--- config.mk ---
export PLATFORM = sky130hd
export DESIGN_NAME = multi_push_packer
export DESIGN_NICKNAME = d
export VERILOG_FILES = /design/src/rtl/multi_push_packer.sv
export SDC_FILE = /design/constraint.sdc
export NUM_CORES = 1
export LEC_CHECK = 0
export ABC_AREA = 1
export BUFFER_PORTS_ARGS = -buffer_cell sky130_fd_sc_hd__buf_2
export CAP_MARGIN = 25
export CORE_MARGIN = 4
export CORE_UTILIZATION = 51
export DETAILED_ROUTE_END_ITERATION = 7
export PLACE_DENSITY = 0.76
export SYNTH_ARGS = -nofsm -noshare
export SYNTH_HDL_FRONTEND = slang
export SYNTH_SLANG_ARGS = --single-unit
--- constraint.sdc ---
create_clock -name clk -period 2.9 [get_ports clk]
set_input_delay 0.435 -clock clk [delete_from_list [all_inputs] [get_ports clk]]
set_output_delay 0.435 -clock clk [all_outputs]
set_load 0.02 [all_outputs]
--- src/rtl/multi_push_packer.sv ---
// multi_push_packer
//   Upstream feeder for the multi-push sync FIFO. Takes a group of up to M
//   sparse-valid lanes per handshake, compacts the valid lanes (lowest lane
//   first) into the FIFO's dense, thermometer-coded push vector, and never
//   pushes more entries than the FIFO reports as free. Lanes that do not fit
//   are parked in a hold buffer and drained, in order, on later cycles.
//
// Configuration macro:
//   MULTI_PUSH_PACKER_BYPASS_EN
//     defined   : an accepted group may push in its accept cycle.
//     undefined : push/datain come only from the hold registers. Every group
//                 sits in hold for at least one cycle.
//
// Ports:
//   clk, rst      clock, asynchronous active-high reset
//   in_valid      per-lane valid of the offered group (may be sparse)
//   in_data       per-lane payload
//   in_ready      group accepted when in_ready & |in_valid
//   clear         synchronous flush of the hold buffer
//   push          FIFO push vector, thermometer coded
//   datain        FIFO push data, slot k = k-th oldest pending lane
//   full          FIFO full flag
//   almost_full   FIFO almost-full flags, bit i means free slots <= i
//   pending_cnt   number of entries currently in the hold buffer
module multi_push_packer #(
  parameter type T = logic [7:0],
  parameter int  M = 4
) (
  input  logic                   clk,
  input  logic                   rst,
  input  logic [M-1:0]           in_valid,
  input  T                       in_data [M],
  output logic                   in_ready,
  input  logic                   clear,
  output logic [M-1:0]           push,
  output T                       datain [M],
  input  logic                   full,
  input  logic [M-1:1]           almost_full,
  output logic [$clog2(M+1)-1:0] pending_cnt
);

  localparam int CW = $clog2(M+1);

  // Registered state
  logic          ready_q;
  logic [CW-1:0] hold_cnt;
  T              hold [M];

  // Combinational intermediates
  logic [CW-1:0] free;
  logic          fire;
  logic [CW-1:0] grp_cnt;
  T              grp [M];
  logic [CW-1:0] cand_cnt;
  T              cand [M];
  logic [CW-1:0] n;
  logic [CW-1:0] hold_cnt_next;
  T              hold_next [M];

  // in_ready depends only on registered state plus clear; the FIFO flags
  // never feed it, so there is no combinational loop back through the FIFO.
  assign in_ready    = ready_q & (hold_cnt == '0) & ~clear;
  assign fire        = in_ready & (|in_valid);
  assign pending_cnt = hold_cnt;

  // Free slots: the lowest asserted almost_full bit is the tightest bound,
  // so scan downward and let the smallest index win.
  always_comb begin
    free = CW'(M);
    if (full) begin
      free = '0;
    end else begin
      for (int i = M-1; i >= 1; i--) begin
        if (almost_full[i]) free = CW'(i);
      end
    end
  end

  // Compact the valid lanes of the offered group into grp[0..grp_cnt-1];
  // unused slots are zero so later shifts never pull in stale payload.
  always_comb begin
    grp_cnt = '0;
    for (int k = 0; k < M; k++) grp[k] = '0;
    for (int k = 0; k < M; k++) begin
      if (in_valid[k]) begin
        for (int j = 0; j < M; j++) begin
          if (grp_cnt == CW'(j)) grp[j] = in_data[k];
        end
        grp_cnt = grp_cnt + CW'(1);
      end
    end
  end

  // Candidate entries for this cycle's push. The hold buffer always has
  // priority; with bypass enabled an empty hold lets a freshly accepted
  // group go straight to the FIFO.
  always_comb begin
    cand_cnt = hold_cnt;
    for (int k = 0; k < M; k++) cand[k] = hold[k];
`ifdef MULTI_PUSH_PACKER_BYPASS_EN
    if (hold_cnt == '0) begin
      cand_cnt = fire ? grp_cnt : '0;
      for (int k = 0; k < M; k++) cand[k] = fire ? grp[k] : '0;
    end
`endif
  end

  // Push count: limited by free space; a clear cycle pushes nothing so it
  // cannot race the FIFO's own flush.
  always_comb begin
    if (clear) begin
      n = '0;
    end else if (cand_cnt < free) begin
      n = cand_cnt;
    end else begin
      n = free;
    end
  end

  // Thermometer push vector and data; slots beyond the push count read zero.
  always_comb begin
    for (int k = 0; k < M; k++) begin
      push[k]   = (CW'(k) < n);
      datain[k] = (CW'(k) < n) ? cand[k] : '0;
    end
  end

  // Next hold contents: the unpushed tail of the candidates slides down to
  // slot 0, keeping arrival order. Without bypass, an accepted group is
  // parked whole (hold is empty whenever a group can fire).
  always_comb begin
    hold_cnt_next = cand_cnt - n;
    for (int k = 0; k < M; k++) begin
      hold_next[k] = '0;
      for (int j = 0; j < M; j++) begin
        if (int'(n) + k == j) hold_next[k] = cand[j];
      end
    end
`ifndef MULTI_PUSH_PACKER_BYPASS_EN
    if (fire) begin
      hold_cnt_next = grp_cnt;
      for (int k = 0; k < M; k++) hold_next[k] = grp[k];
    end
`endif
    if (clear) begin
      hold_cnt_next = '0;
      for (int k = 0; k < M; k++) hold_next[k] = '0;
    end
  end

  // State registers. ready_q holds in_ready low until the first edge after
  // reset release.
  always_ff @(posedge clk or posedge rst) begin
    if (rst) begin
      ready_q  <= 1'b0;
      hold_cnt <= '0;
      for (int k = 0; k < M; k++) hold[k] <= '0;
    end else begin
      ready_q  <= 1'b1;
      hold_cnt <= hold_cnt_next;
      for (int k = 0; k < M; k++) hold[k] <= hold_next[k];
    end
  end

endmodule
==> summary.md <==
* cell type contributing the most total cell area after synthesis: dfrtp_1
* footprint of the multi-input gates: 2223 sq um
* Slew headroom: 64.47%
* Final Cycle Share: 94.96%
* standard cell core area: 6832 sq um
* vias in the first global route: 3887
* std cell rows: 30
* gate count after technology mapping: 527
* number of I/O pins: 83
* FF+latch count, synth: 36
* total wire length after detailed routing: 11870 microns
* first drt pass iteration count: 5
* slew at the pin closest to its max-slew limit: 531.0 ps
* Critical Setup Path Class: in -> out
* number of port buffers: 82
* type of the tightest min-delay check: in -> async
* worst skew pair latency: 290 ps
* via total after detailed routing: 4027
* Fmax: 363.1 MHz
* cell area after synthesis: 3622 sq um
* Via-to-Cell Ratio: 5.648
* number of distinct standard cells referenced by the synthesized netlist: 40
* Initial Util: 53.02%
* master cell of the clock root buffer: clkbuf_8
* ANT cells: 0
* outcome: complete, no violations
* final max-slew violation count: 0
* post-route minimum period: 2754 ps
* Min Hold Slack: 235.3 ps
* largest driver fanout on the critical path: 4
* RD Place Congestion: 0.9545
* floorplan die width: 92.28 microns
* residual antenna-violating net count after detailed routing: 0
* clk sinks: 36
* number of nets in the synthesized netlist: 583
* sequential element share of the synthesized area: 24.87%
* fill cell count: 677
* number of violations of the max-capacitance limit: 0
* total clock buffers created by CTS: 5
* Longest Clk Path Bufs: 2
* maximum number of pins on one net before global-route repair: 37
* Max VDD drop: 264.4 uV
* hpwl dp: 9404 microns
* hold violation count in the final report: 0
* fraction of final layout cells sized beyond drive strength 1: 27.71%
* Total Die Area: 8515 sq um
* yosys warns: 0
* Total Nets Final: 672
* post-DR wirelength/cell: 16.64 microns
* iteration-0 DRC count of the detailed router: 363
* global router's overall resource usage: 28.42%
* largest cells by area after synthesis: dfrtp_1 (25%), nand2_1 (12%), inv_1 (7.7%)
* number of H-tree branching levels: 2
* global-route wire length before repair: 19330 microns
* CTS tree: built
* clk_skew: 4.776 ps
* startpoint type of the worst setup path: primary input
* antenna violations before repair: 0
* Pwr Density: 642.7 nW/um^2
* global route overflow: 0
* remaining design rule violation count: 0
* height of the die: 92.28 microns
* Critical Path Sink Type: primary output
* total setup violations reported at the end of the flow: 0
* flop-to-flop setup slack: 390 ps
* average instance area after synthesis: 6.873 sq um
* clock transition time at the flip-flop clock pins of the worst setup and hold paths: 70 ps
* share of the synthesized area in the top cell type: 24.87%
* Data required, critical path: 2470 ps
* sequential cell area in the final layout: 900.9 sq um
* critical path data arrival time: 2320 ps
* leakage power figure: 2.286 nW
* PnR Total Power: 0.002750 W
* area added between synthesis and finish: 18.13%
==> power by group <==
group / switching, W / internal [W]
clock: 0.000188 / 0.000193
sequential: 0.000147 / 0.000644
combinational: 0.00105 / 0.000532
==> per-stage QoR <==
stage / worst slack (ps) / cells / area (sq um) / setup TNS (ps) / util [%]
after floorplan: 83.37 / 527 / 3622 / 0 / -
after global placement: 163.7 / 704 / 4158 / 0 / 60.86
after detailed placement: 28.60 / 704 / 4158 / 0 / 60.86
after CTS: 82.83 / 712 / 4252 / 0 / 62.23
after global routing: -4.259 / 713 / 4279 / -8.265 / 62.64
final: 146.2 / 713 / 4279 / 0 / 62.64
==> final cells by class <==
type / instances / area share, %
Multi-Input combinational cell: 380 / 51.96
Sequential cell: 36 / 21.05
Timing Repair Buffer: 107 / 14.27
Inverter: 86 / 7.719
Tap cell: 96 / 2.807
Clock buffer: 7 / 2.018
Clock inverter: 1 / 0.1754
==> registers in the layout, summed over array words and instances, names as in the netlist <==
signal       cells
ready_q          1
pending_cnt      3
cand            32
==> metal layers <==
| layer | part of all wire (%) | vias up | wire length, microns | track usage, % |
|---|---|---|---|---|
| met2 | 44 | 231 | 5248 | 45.07 |
| li1 | - | 1933 | - | - |
| met1 | 43 | 1826 | 5064 | 37.79 |
| met5 | 0 | - | 0 | 0 |
| met3 | 8.7 | 37 | 1035 | 4.676 |
| met4 | 4.4 | 0 | 518 | 13.00 |
==> worst paths after layout <==
path / from / end / cells after the start
worst max-delay path: almost_full[1] / datain[14] / 15
worst min-delay path: rst / pending_cnt[0] / 3
worst max register to register: pending_cnt[1] / pending_cnt[2] / 13
worst min register to register: cand[23] / cand[23] / 2
max in group asynchronous: rst / cand[23] / 3
min in group clk: clear / pending_cnt[2] / 2
==> worst max-delay path, cell delays in order <==
cell,delay [ps]
buf_2,110
nor3_2,210
inv_1,90
ha_1,270
nand2_1,80
inv_1,70
nand2_4,100
nand2_2,80
nand2_2,80
nand3_4,110
nor2_4,160
nor2_2,60
buf_4,160
nor2_1,120
buf_2,180
==> Yosys cell counts <==
master and count:
o211ai_1 8, dfrtp_1 36, a31oi_1 15, buf_6 9, conb_1 1, nor3_1 2
xnor2_1 1, nand3_2 5, nand3_4 5, a211oi_1 1, buf_4 4, inv_1 74
a221oi_1 4, ha_1 12, nor2_8 1, fa_1 1, o41ai_2 1, buf_2 9
nand2_2 8, inv_6 1, o22ai_1 13, clkinv_2 2, xor2_1 1, nor2_4 3
nand2_1 119, nand4_1 24, o21ai_1 2, inv_2 8, o21ai_0 19, nor2_2 3
a21oi_1 33, a21oi_4 1, clkbuf_1 3, nor2_1 57, clkinv_1 1, o41ai_1 5
nand3_1 15, nand2_4 7, a221o_1 4, o22ai_2 9
==> timing repair <==
action	4_1_cts	5_1_grt
gates resized for setup	0	3
endpoints found under the setup margin	0	14
hold buffers	0	0
setup buffers	0	1
==> cell usage in the layout, fill, tap and decap left out, types with 3 or more instances in the layout <==
cell and n:
nand2_1 119, inv_1 74, inv_2 8, o211ai_1 8, nor2_2 4, o22ai_2 9
a31oi_1 15, o41ai_1 5, a21oi_1 33, nand3_2 5, nand3_4 5, o21ai_0 19
nor2_4 3, dfrtp_1 36, nand2_4 7, buf_4 24, a221o_1 4, nand4_1 24
a221oi_1 4, o22ai_1 13, nand3_1 15, clkbuf_8 6, nor2_1 56, nand2_2 8
buf_2 82, ha_1 11
==> cells by family after synthesis <==
group                    synth area share (%)
other                                  0.1035
flip-flops                              24.87
XOR/XNOR                               0.4837
AO/OA/AOI/OAI                           21.45
AND/OR/NAND/NOR                         34.09
adder cells (fa/ha/maj)                 4.698
buffers and inverters                   14.30
No activity file was read; power rests on OpenSTA's default activity.
